--- config.mk ---
export PLATFORM = sky130hd
export DESIGN_NAME = mc_ctrl_fsm_flat
export DESIGN_NICKNAME = d
export VERILOG_FILES = /design/src/rtl/mc_ctrl_fsm_pkg.sv /design/src/rtl/mc_ctrl_fsm_if.sv /design/src/rtl/mc_ctrl_fsm_alu_op_dec.sv /design/src/rtl/mc_ctrl_fsm.sv /design/src/flat_wrapper.sv
export SDC_FILE = /design/constraint.sdc
export NUM_CORES = 1
export LEC_CHECK = 0
export CAP_MARGIN = 20
export CORE_MARGIN = 2
export CORE_UTILIZATION = 44
export CTS_BUF_LIST = sky130_fd_sc_hd__clkbuf_2 sky130_fd_sc_hd__clkbuf_4 sky130_fd_sc_hd__clkbuf_8
export CTS_CLUSTER_SIZE = 8
export DETAILED_ROUTE_END_ITERATION = 8
export PLACE_DENSITY_LB_ADDON = 0.15
export SETUP_SLACK_MARGIN = 0.1
export SYNTH_ARGS = -nofsm -noshare
export SYNTH_HDL_FRONTEND = slang
export SYNTH_SLANG_ARGS = --single-unit
--- constraint.sdc ---
create_clock -name clk -period 4.16 [get_ports clk]
set_input_delay 1.248 -clock clk [delete_from_list [all_inputs] [get_ports clk]]
set_output_delay 1.248 -clock clk [all_outputs]
set_load 0.01 [all_outputs]
--- src/rtl/mc_ctrl_fsm_pkg.sv ---
// Shared encodings for the multi-cycle MIPS control FSM: states, ALU ops,
// opcode/funct values and datapath mux selects.
package mc_ctrl_fsm_pkg;

  typedef enum logic [3:0] {
    S_FETCH    = 4'd0,
    S_DECODE   = 4'd1,
    S_EXEC_R   = 4'd2,
    S_EXEC_I   = 4'd3,
    S_MEM_ADDR = 4'd4,
    S_MEM_RD   = 4'd5,
    S_MEM_WB   = 4'd6,
    S_MEM_WR   = 4'd7,
    S_BRANCH   = 4'd8,
    S_JUMP     = 4'd9,
    S_ALU_WB   = 4'd10
  } state_t;

  localparam logic [3:0] ALU_ADD  = 4'b1110;
  localparam logic [3:0] ALU_SUB  = 4'b0100;
  localparam logic [3:0] ALU_ADDU = 4'b0001;
  localparam logic [3:0] ALU_SUBU = 4'b0101;
  localparam logic [3:0] ALU_AND  = 4'b0010;
  localparam logic [3:0] ALU_OR   = 4'b0011;
  localparam logic [3:0] ALU_XOR  = 4'b0111;
  localparam logic [3:0] ALU_SLL  = 4'b1010;
  localparam logic [3:0] ALU_SRL  = 4'b1000;
  localparam logic [3:0] ALU_SRA  = 4'b1001;
  localparam logic [3:0] ALU_LUI  = 4'b0110;

  localparam logic [5:0] OP_RTYPE = 6'b000000;
  localparam logic [5:0] OP_ADDI  = 6'b001000;
  localparam logic [5:0] OP_ADDIU = 6'b001001;
  localparam logic [5:0] OP_ANDI  = 6'b001100;
  localparam logic [5:0] OP_ORI   = 6'b001101;
  localparam logic [5:0] OP_XORI  = 6'b001110;
  localparam logic [5:0] OP_LUI   = 6'b001111;
  localparam logic [5:0] OP_LW    = 6'b100011;
  localparam logic [5:0] OP_SW    = 6'b101011;
  localparam logic [5:0] OP_BEQ   = 6'b000100;
  localparam logic [5:0] OP_J     = 6'b000010;

  localparam logic [5:0] FN_ADD  = 6'b100000;
  localparam logic [5:0] FN_ADDU = 6'b100001;
  localparam logic [5:0] FN_SUB  = 6'b100010;
  localparam logic [5:0] FN_SUBU = 6'b100011;
  localparam logic [5:0] FN_AND  = 6'b100100;
  localparam logic [5:0] FN_OR   = 6'b100101;
  localparam logic [5:0] FN_XOR  = 6'b100110;
  localparam logic [5:0] FN_SLL  = 6'b000000;
  localparam logic [5:0] FN_SRL  = 6'b000010;
  localparam logic [5:0] FN_SRA  = 6'b000011;

  localparam logic [1:0] SRC_A_PC    = 2'b00;
  localparam logic [1:0] SRC_A_RS    = 2'b01;
  localparam logic [1:0] SRC_A_SHAMT = 2'b10;

  localparam logic [1:0] SRC_B_RT      = 2'b00;
  localparam logic [1:0] SRC_B_FOUR    = 2'b01;
  localparam logic [1:0] SRC_B_IMM     = 2'b10;
  localparam logic [1:0] SRC_B_IMM_SH2 = 2'b11;

  localparam logic [1:0] PC_SRC_ALU    = 2'b00;
  localparam logic [1:0] PC_SRC_ALUOUT = 2'b01;
  localparam logic [1:0] PC_SRC_JUMP   = 2'b10;

  // Only the signed add/sub ops raise an overflow exception.
  function automatic logic traps_on_ovf(input logic [3:0] alu_ctr);
    return (alu_ctr == ALU_ADD) || (alu_ctr == ALU_SUB);
  endfunction

endpackage

--- src/rtl/mc_ctrl_fsm_if.sv ---
// Controller <-> datapath bundle: instruction fields and ALU flags in,
// control strobes and mux selects out.
interface mc_ctrl_fsm_if;
  logic [5:0] op;
  logic [5:0] funct;
  logic       zero;
  logic       overflow;
  logic [3:0] alu_ctr;
  logic [1:0] alu_src_a;
  logic [1:0] alu_src_b;
  logic       ext_op;
  logic       pc_we;
  logic       ir_we;
  logic       mem_re;
  logic       mem_we;
  logic       reg_we;
  logic [1:0] pc_src;
  logic       reg_dst;
  logic       mem_to_reg;
  logic       ovf_exc;
  logic       illegal;

  modport master (
    input  op, funct, zero, overflow,
    output alu_ctr, alu_src_a, alu_src_b, ext_op, pc_we, ir_we, mem_re,
           mem_we, reg_we, pc_src, reg_dst, mem_to_reg, ovf_exc, illegal
  );

  modport slave (
    output op, funct, zero, overflow,
    input  alu_ctr, alu_src_a, alu_src_b, ext_op, pc_we, ir_we, mem_re,
           mem_we, reg_we, pc_src, reg_dst, mem_to_reg, ovf_exc, illegal
  );
endinterface

--- src/rtl/mc_ctrl_fsm_alu_op_dec.sv ---
// ALU operation decoder: maps opcode/funct onto the ALU control code,
// immediate extension mode, shift-operand select and a bad-funct flag.
module alu_op_dec
  import mc_ctrl_fsm_pkg::*;
(
  input  logic [5:0] op,
  input  logic [5:0] funct,
  output logic [3:0] alu_ctr,
  output logic       ext_op,
  output logic       is_shift,
  output logic       bad_funct
);

  // Pure lookup; unknown opcodes fall back to addu with sign extension.
  always_comb begin
    alu_ctr   = ALU_ADDU;
    ext_op    = 1'b1;
    is_shift  = 1'b0;
    bad_funct = 1'b0;
    case (op)
      OP_RTYPE: begin
        case (funct)
          FN_ADD:  alu_ctr = ALU_ADD;
          FN_ADDU: alu_ctr = ALU_ADDU;
          FN_SUB:  alu_ctr = ALU_SUB;
          FN_SUBU: alu_ctr = ALU_SUBU;
          FN_AND:  alu_ctr = ALU_AND;
          FN_OR:   alu_ctr = ALU_OR;
          FN_XOR:  alu_ctr = ALU_XOR;
          FN_SLL:  begin alu_ctr = ALU_SLL; is_shift = 1'b1; end
          FN_SRL:  begin alu_ctr = ALU_SRL; is_shift = 1'b1; end
          FN_SRA:  begin alu_ctr = ALU_SRA; is_shift = 1'b1; end
          default: bad_funct = 1'b1;
        endcase
      end
      OP_ADDI:  alu_ctr = ALU_ADD;
      OP_ADDIU: alu_ctr = ALU_ADDU;
      OP_ANDI:  begin alu_ctr = ALU_AND; ext_op = 1'b0; end
      OP_ORI:   begin alu_ctr = ALU_OR;  ext_op = 1'b0; end
      OP_XORI:  begin alu_ctr = ALU_XOR; ext_op = 1'b0; end
      OP_LUI:   begin alu_ctr = ALU_LUI; ext_op = 1'b0; end
      default:  alu_ctr = ALU_ADDU;
    endcase
  end

endmodule

--- src/rtl/mc_ctrl_fsm.sv ---
// Multi-cycle MIPS control unit: state register plus combinational decode of
// strobes/selects from the current state and instruction fields.
module mc_ctrl_fsm
  import mc_ctrl_fsm_pkg::*;
(
  input  logic         clk,
  input  logic         rst,
  mc_ctrl_fsm_if.master bus
);

  state_t     state;
  state_t     next_state;
  logic [3:0] dec_alu;
  logic       dec_ext;
  logic       dec_shift;
  logic       dec_bad;

  alu_op_dec u_dec (
    .op        (bus.op),
    .funct     (bus.funct),
    .alu_ctr   (dec_alu),
    .ext_op    (dec_ext),
    .is_shift  (dec_shift),
    .bad_funct (dec_bad)
  );

  // State register; reset drops straight back to FETCH without waiting.
  always_ff @(posedge clk or posedge rst) begin
    if (rst) state <= S_FETCH;
    else     state <= next_state;
  end

  // Output and next-state decode; everything is forced idle while rst is high
  // so an abandoned instruction can never emit a write.
  always_comb begin
    next_state     = S_FETCH;
    bus.alu_ctr    = ALU_ADDU;
    bus.alu_src_a  = SRC_A_PC;
    bus.alu_src_b  = SRC_B_RT;
    bus.ext_op     = 1'b0;
    bus.pc_we      = 1'b0;
    bus.ir_we      = 1'b0;
    bus.mem_re     = 1'b0;
    bus.mem_we     = 1'b0;
    bus.reg_we     = 1'b0;
    bus.pc_src     = PC_SRC_ALU;
    bus.reg_dst    = 1'b0;
    bus.mem_to_reg = 1'b0;
    bus.ovf_exc    = 1'b0;
    bus.illegal    = 1'b0;
    if (!rst) begin
      case (state)
        S_FETCH: begin
          bus.mem_re    = 1'b1;
          bus.ir_we     = 1'b1;
          bus.pc_we     = 1'b1;
          bus.alu_src_b = SRC_B_FOUR;
          next_state    = S_DECODE;
        end
        S_DECODE: begin
          bus.alu_src_b = SRC_B_IMM_SH2;
          bus.ext_op    = 1'b1;
          case (bus.op)
            OP_RTYPE:                                           next_state = S_EXEC_R;
            OP_ADDI, OP_ADDIU, OP_ANDI, OP_ORI, OP_XORI, OP_LUI: next_state = S_EXEC_I;
            OP_LW, OP_SW:                                       next_state = S_MEM_ADDR;
            OP_BEQ:                                             next_state = S_BRANCH;
            OP_J:                                               next_state = S_JUMP;
            default: begin
              bus.illegal = 1'b1;
              next_state  = S_FETCH;
            end
          endcase
        end
        S_EXEC_R, S_EXEC_I: begin
          bus.alu_ctr   = dec_alu;
          bus.ext_op    = dec_ext;
          bus.alu_src_a = (state == S_EXEC_R && dec_shift) ? SRC_A_SHAMT : SRC_A_RS;
          bus.alu_src_b = (state == S_EXEC_R) ? SRC_B_RT : SRC_B_IMM;
          if (state == S_EXEC_R && dec_bad) begin
            bus.illegal = 1'b1;
            next_state  = S_FETCH;
          end else if (traps_on_ovf(dec_alu) && bus.overflow) begin
            bus.ovf_exc = 1'b1;
            next_state  = S_FETCH;
          end else begin
            next_state  = S_ALU_WB;
          end
        end
        S_ALU_WB: begin
          bus.reg_we  = 1'b1;
          bus.reg_dst = (bus.op == OP_RTYPE);
          next_state  = S_FETCH;
        end
        S_MEM_ADDR: begin
          bus.alu_src_a = SRC_A_RS;
          bus.alu_src_b = SRC_B_IMM;
          bus.ext_op    = 1'b1;
          next_state    = (bus.op == OP_LW) ? S_MEM_RD : S_MEM_WR;
        end
        S_MEM_RD: begin
          bus.mem_re = 1'b1;
          next_state = S_MEM_WB;
        end
        S_MEM_WB: begin
          bus.reg_we     = 1'b1;
          bus.mem_to_reg = 1'b1;
          next_state     = S_FETCH;
        end
        S_MEM_WR: begin
          bus.mem_we = 1'b1;
          next_state = S_FETCH;
        end
        S_BRANCH: begin
          bus.alu_src_a = SRC_A_RS;
          bus.alu_src_b = SRC_B_RT;
          bus.alu_ctr   = ALU_SUBU;
          bus.pc_src    = PC_SRC_ALUOUT;
          bus.pc_we     = bus.zero;
          next_state    = S_FETCH;
        end
        S_JUMP: begin
          bus.pc_src = PC_SRC_JUMP;
          bus.pc_we  = 1'b1;
          next_state = S_FETCH;
        end
        default: next_state = S_FETCH;
      endcase
    end
  end

endmodule

--- src/flat_wrapper.sv ---
// flat-port wrapper written by rule: the top's interface ports become plain ports
module mc_ctrl_fsm_flat import mc_ctrl_fsm_pkg::*;
  (clk, rst, bus_op, bus_funct, bus_zero, bus_overflow, bus_alu_ctr, bus_alu_src_a, bus_alu_src_b, bus_ext_op, bus_pc_we, bus_ir_we, bus_mem_re, bus_mem_we, bus_reg_we, bus_pc_src, bus_reg_dst, bus_mem_to_reg, bus_ovf_exc, bus_illegal);
  mc_ctrl_fsm_if bus_i ();
  input  logic clk;
  input  logic rst;
  input wire logic [$bits(bus_i.op)-1:0] bus_op;
  input wire logic [$bits(bus_i.funct)-1:0] bus_funct;
  input wire logic [$bits(bus_i.zero)-1:0] bus_zero;
  input wire logic [$bits(bus_i.overflow)-1:0] bus_overflow;
  output wire logic [$bits(bus_i.alu_ctr)-1:0] bus_alu_ctr;
  output wire logic [$bits(bus_i.alu_src_a)-1:0] bus_alu_src_a;
  output wire logic [$bits(bus_i.alu_src_b)-1:0] bus_alu_src_b;
  output wire logic [$bits(bus_i.ext_op)-1:0] bus_ext_op;
  output wire logic [$bits(bus_i.pc_we)-1:0] bus_pc_we;
  output wire logic [$bits(bus_i.ir_we)-1:0] bus_ir_we;
  output wire logic [$bits(bus_i.mem_re)-1:0] bus_mem_re;
  output wire logic [$bits(bus_i.mem_we)-1:0] bus_mem_we;
  output wire logic [$bits(bus_i.reg_we)-1:0] bus_reg_we;
  output wire logic [$bits(bus_i.pc_src)-1:0] bus_pc_src;
  output wire logic [$bits(bus_i.reg_dst)-1:0] bus_reg_dst;
  output wire logic [$bits(bus_i.mem_to_reg)-1:0] bus_mem_to_reg;
  output wire logic [$bits(bus_i.ovf_exc)-1:0] bus_ovf_exc;
  output wire logic [$bits(bus_i.illegal)-1:0] bus_illegal;
  assign bus_i.op = bus_op;
  assign bus_i.funct = bus_funct;
  assign bus_i.zero = bus_zero;
  assign bus_i.overflow = bus_overflow;
  assign bus_alu_ctr = bus_i.alu_ctr;
  assign bus_alu_src_a = bus_i.alu_src_a;
  assign bus_alu_src_b = bus_i.alu_src_b;
  assign bus_ext_op = bus_i.ext_op;
  assign bus_pc_we = bus_i.pc_we;
  assign bus_ir_we = bus_i.ir_we;
  assign bus_mem_re = bus_i.mem_re;
  assign bus_mem_we = bus_i.mem_we;
  assign bus_reg_we = bus_i.reg_we;
  assign bus_pc_src = bus_i.pc_src;
  assign bus_reg_dst = bus_i.reg_dst;
  assign bus_mem_to_reg = bus_i.mem_to_reg;
  assign bus_ovf_exc = bus_i.ovf_exc;
  assign bus_illegal = bus_i.illegal;
  mc_ctrl_fsm u_core (.clk(clk), .rst(rst), .bus(bus_i));
endmodule
* Yosys cells after proc, flatten, opt, wreduce, memory -nomap -nowiden
Cells that the tools add are included.
** Storage, ports and cells
- Bits of input ports :: 16
- Register bits after elaboration :: 4
** Operators by class
- Reductions and logical operators :: 19
- Eq/ne operators :: 31
- Multiplexer cells :: 47
** Operators by type and width (number)
- 6-bit equality test, second input constant :: 9
- 4-bit case mux with 5 select lines :: 2
- 6-bit by 4-bit equality test with 1-bit output, second input constant :: 6
- 4-bit case mux with 9 select lines :: 1
- 1-bit 2-to-1 mux :: 26
- 4-bit case mux with 6 select lines :: 1
- 4-bit by 3-bit equality test with 1-bit output, second input constant :: 5
- 6-bit by 2-bit equality test with 1-bit output, second input constant :: 3
- 4-bit equality test, second input constant :: 4
- 4-bit 2-to-1 mux :: 4
- 2-bit OR reduction :: 7
- 6-bit logical NOT :: 2
- 2-bit 2-to-1 mux :: 6
- 11-bit OR reduction :: 1
- 10-bit OR reduction :: 1
- 4-bit by 2-bit equality test with 1-bit output, second input constant :: 2
- 2-bit case mux with 2 select lines :: 2
- 2-bit case mux with 4 select lines :: 1
- 4-bit case mux with 2 select lines :: 1
- 6-bit by 3-bit equality test with 1-bit output, second input constant :: 1
- 1-bit case mux with 2 select lines :: 3
- 6-bit OR reduction :: 1
- 4-bit by 1-bit equality test with 1-bit output, second input constant :: 1
- 4-bit logical NOT :: 1
- 4 further kinds :: 6

* Depth between registers and ports, before layout
- Depth after elaboration :: 10
- Gate-level depth with buffers :: 6
- Depth with buffers taken out :: 5

* Modules after synthesis
From an unflattened synthesis, not the netlist that was laid out.
** Unflattened totals
- Cells, all modules :: 119
- Area total of the unflattened synthesis :: 820.8 µm²
** Modules (own cells, without submodules)
- mc_ctrl_fsm :: cells an instance 87, seq. area each 100.1 µm², times used 1, area an instance 620.6 µm²
- alu_op_dec :: cells an instance 32, seq. area each 0.0 µm², times used 1, area an instance 200.2 µm²

* Worst setup path before layout
Ideal clock, no wire load.
- Path kind :: input to output
- Start point :: in bus_funct[3]
- End point :: out bus_ovf_exc
- Arrival time :: 2.585 ns
- Stages on the path :: 5
- Path slack :: 0.327 ns
- Cell sequence :: or2_4 > or4b_4 > nor4bb_1 > a21o_1 > nor4_2
** Between the ends
- Longest elaborated chain between the ends :: 10
- Elaborated cells between the ends (all ways) :: 24
** Ends and longest elaborated chain
- start: declaration :: RTL line flat_wrapper.sv:8 : input wire logic [$bits(bus_i.funct)-1:0] bus_funct;
- 6-bit by 2-bit equality test with 1-bit output, or another cell as far along :: RTL line mc_ctrl_fsm_alu_op_dec.sv:22 : case (funct)
- 4-bit case mux with 9 select lines :: RTL line mc_ctrl_fsm_alu_op_dec.sv:22
- 4-bit case mux with 6 select lines :: RTL line mc_ctrl_fsm_alu_op_dec.sv:20 : case (op)
- 4-bit equality test / 4-bit by 3-bit equality test with 1-bit output (equally long branches) :: RTL line mc_ctrl_fsm_pkg.sv:69 : return (alu_ctr == ALU_ADD) || (alu_ctr == ALU_SUB);
- 1-bit logical OR :: RTL line mc_ctrl_fsm_pkg.sv:69
- 1-bit logical AND :: RTL line mc_ctrl_fsm.sv:83 : end else if (traps_on_ovf(dec_alu) && bus.overflow) begin
- 1-bit 2-to-1 mux :: RTL line mc_ctrl_fsm.sv:83
- 1-bit 2-to-1 mux (*) :: RTL line mc_ctrl_fsm.sv:80 : if (state == S_EXEC_R && dec_bad) begin
- 1-bit 2-to-1 mux (*) :: RTL line mc_ctrl_fsm.sv:52 : case (state)
- 1-bit 2-to-1 mux (*) :: RTL line mc_ctrl_fsm.sv:51 : if (!rst) begin
- end: declaration :: RTL line flat_wrapper.sv:23 : output wire logic [$bits(bus_i.ovf_exc)-1:0] bus_ovf_exc;
Every way passes the cells marked *; elsewhere a longest branch is shown, timed or not.

* Worst setup path after layout
Same ends and word-level chain as after synthesis.

==> flow_metrics.py <==
metrics = {
    "synth": {
        "synth_seq_area_share_pct": 11.82,
        "ys_dominant_reg_cell": "dfrtp_1",
        "synth_edf_count": 0,
        "postSynthRegisterBits": 4,
        "async_flop_share_pct": 100.0,
        "post_synthesis_net_count": 143,
        "syn-instance-count": 127,
        "post_synth.cell_area_avg_um2": 6.670,
        "yosys_warning_count": 0,
        "synth.cell_area_um2": 847.1,
        "synth_cell_types": 44,
    },
    "timing": {
        "worst_slack_ns": -0.03157,
        "final.setup_skew_ns": 0.002532,
        "final.period_utilization_pct": 100.8,
        "hold_viol": 0,
        "layout_min_cycle_time_ns": 4.192,
        "timing.slew.headroom_pct": 65.34,
        "grt_setup_unrepaired": "true",
        "tns_ns": -0.03157,
        "slew_viol_final": 0,
        "tightest_slew_ns": 0.5200,
        "highest_clock_rate_mhz": 238.6,
        "setup_viol": 1,
    },
    "setup_path": {
        "crit_path_max_fanout": 2,
        "cpPeakStageDelay_ns": 0.34,
        "crit_path_end_kind": "output pin",
        "worst-r2r-cell-count": 5,
        "worst_r2r_endpoint": "u_core.state[1]",
        "worstPathArrival_ns": 2.94,
        "crit_slowest_cell": "nor4_1",
        "cp_data_required_time_ns": 2.91,
        "worst-r2r-setup-slack_ns": 2.22,
        "launch_instance_of_the_worst_register_to_register_path": "u_core.state[0]",
        "worstSetupPathType": "in2out",
        "cp_cell_sequence": "dlygate4sd2_1, buf_4, nor4_1, o21ai_0, nor4bb_2, a21o_1, nor4_2, buf_2",
        "worstSetupStartpointType": "input pin",
        "critical_path.startpoint": "bus_funct[3]",
    },
    "clock_network": {
        "clockBufferDepth": 2,
        "cts-htree-levels": 1,
        "numCtsBuffers": 3,
        "cts_num_sinks": 4,
        "clk_pin_slew_worst_paths_ns": 0.03,
        "cts_tree": "yes",
        "cts_root_buf": "clkbuf_4",
        "skew_pair_late_insertion_delay_ns": 0.23,
    },
    "place": {
        "dp_hpwl_mm": 2.327,
        "port_buffers": 35,
        "placedInstanceArea_mm2": 0.001433,
        "finalWeightedCongestion": 0.8940,
        "preCtsSetupSlack_ns": -0.6251,
    },
    "final_layout": {
        "finalInstanceArea_mm2": 0.001600,
        "fraction_of_layout_cells_with_a_size_suffix_above_1_pct": 39.69,
        "most-common-layout-cells": "buf_4, nor2_1, nand2_1, dlygate4sd2_1, clkdlybuf4s50_1",
        "signed_area_change_from_the_synthesized_netlist_to_the_final_layout_pct": 88.92,
        "reg.largest.list": "u_core.state (4)",
        "layout_commonest_cell": "buf_4",
        "largest_register": "u_core.state",
        "layout.nets": 212,
        "number_of_flip_flops_under_the_largest_register_name": 4,
        "antenna_cells_inserted": 0,
    },
    "drt": {
        "wirelength_routed_mm": 4.256,
        "via_per_inst": 6.361,
        "avgRoutedWirePerCell_um": 19.43,
        "post-route-drc-count": 0,
        "starting_drt_drc_count": 88,
        "drt_pre_antenna_iters": 4,
        "ant_nets": 0,
        "vias_after_detailed_routing": 1393,
    },
    "power": {
        "swShare_pct": 39.72,
        "cell_internal_pwr_uw": 138.4,
        "power.sequential.fraction_pct": 21.7,
        "part_of_the_total_power_dissipated_in_the_clock_network_pct": 20.2,
        "power.share.combinational_pct": 58.1,
        "worst_ir_drop_on_vdd_mv": 0.1451,
        "static-leakage-power_nw": 0.7210,
        "powerDensity_mw_per_mm2": 143.5,
        "netSwitchingPower_uw": 91.18,
    },
    "run_status": {
        "failed_checks": "setup timing",
        "status": "finished with violations",
    },
    "run": {
        "max_cap_viol_count": 0,
    },
    "worst_hold_path": {
        "hold_path_startpoint": "u_core.state[1]",
        "whs_path_depth": 1,
        "hold_end": "u_core.state[2]",
        "hp-class": "reg2reg",
    },
    "floorplanning": {
        "die_height_um": 47.88,
        "ioPinCount": 36,
        "die_area_mm2": 0.002292,
        "placement_rows": 15,
        "initial_util_pct": 48.01,
        "core_region_area_mm2": 0.001764,
        "die_width_um": 47.88,
    },
    "global_routing": {
        "grt_pass1_vias": 1249,
        "global_route_wire_length_before_repair_mm": 5.513,
        "overflow": 0,
        "track_usage_pct": 34.02,
        "grt_start_max_net_pins": 16,
        "grt_antenna_before_repair": 0,
    },
}
[power groups by stage]
stage,registers [mW],clock network (mW),logic [mW]
floorplan,0.0434,0,0.0565
global placement,0.0490,0,0.108
detailed placement,0.0491,0,0.111
CTS,0.0487,0.0477,0.117
global route,0.0499,0.0496,0.140
finish,0.0498,0.0464,0.133
[how the worst max path moves through the flow]
stage | to | cells after the start
final | bus_ovf_exc | 8
after CTS | bus_ovf_exc | 7
after global placement | bus_ovf_exc | 7
after floorplan | bus_ovf_exc | 5
after detailed placement | bus_ovf_exc | 7
after global routing | bus_ovf_exc | 7
[stage by stage]
stage / std cells / power, mW / util [%] / hold slack (ns)
2_1_floorplan: 127 / 0.09986 / - / 0.7046
3_3_place_gp: 211 / 0.1570 / 81.21 / 0.7243
3_5_place_dp: 211 / 0.1601 / 81.21 / 0.7537
4_1_cts: 218 / 0.2138 / 87.94 / 0.7542
5_1_grt: 219 / 0.2394 / 90.71 / 0.8415
6_report: 219 / 0.2296 / 90.71 / 0.8193
[area by class of cell]
type	instances	area (µm²)
clock buffer	3	22.52
fill	86	163.9
multi-input combinational	110	834.6
tap	25	31.28
sequential	4	100.1
inverter	4	15.01
timing repair buffer	73	596.8
[routing by layer]
layer	share of wire, %	track usage, %
met5	0	0
met4	6.6	14.05
met2	49	64.27
met3	8.2	3.396
met1	37	38.05
[synthesized netlist by cell type, types with 2 or more instances]
master	instances	share of area, %
a21o_1	2	1.8
nor3_1	8	4.7
xnor2_1	2	2.1
inv_1	4	1.8
nand2_1	13	5.8
a211oi_1	3	2.7
nand2b_1	4	3.0
or3_1	2	1.5
and2_1	2	1.5
nor3b_1	3	2.7
a21oi_1	4	2.4
xor2_1	3	3.1
and3_1	2	1.5
nor2_1	17	7.5
nor4_1	5	3.7
nor4b_1	2	2.1
mux2i_1	4	4.7
nand3_1	5	3.0
or2_2	2	1.5
clkbuf_1	5	2.2
buf_2	2	1.2
nor4bb_1	2	2.4
o21ai_0	7	4.1
dfrtp_1	4	12
[cells by family (layout without fill, tap and decap cells)]
family	Yosys count	in the layout	synth area share, %
and+or+nand+nor	73	73	47.56
AOI/OAI and AO/OA	28	28	23.78
buffers and inverters	13	80	6.942
xor gates and xnor gates	5	5	5.171
muxes	4	4	4.727
DFF	4	4	11.82
[critical path: cells and delay by family]
kind | cells | cell delay, ns
compound gates | 2 | 0.42
simple gates | 3 | 0.69
buf+inv | 3 | 0.57
[what timing repair did]
item / in CTS / in global routing
pin swaps: 9 / 4
endpoints found under the hold margin: 0 / 0
hold buffers: 0 / 0
gates resized for setup: 70 / 16
buffers inserted: 4 / 1
endpoints found under the setup margin: 14 / 13
(Power assumes the default switching activity.)
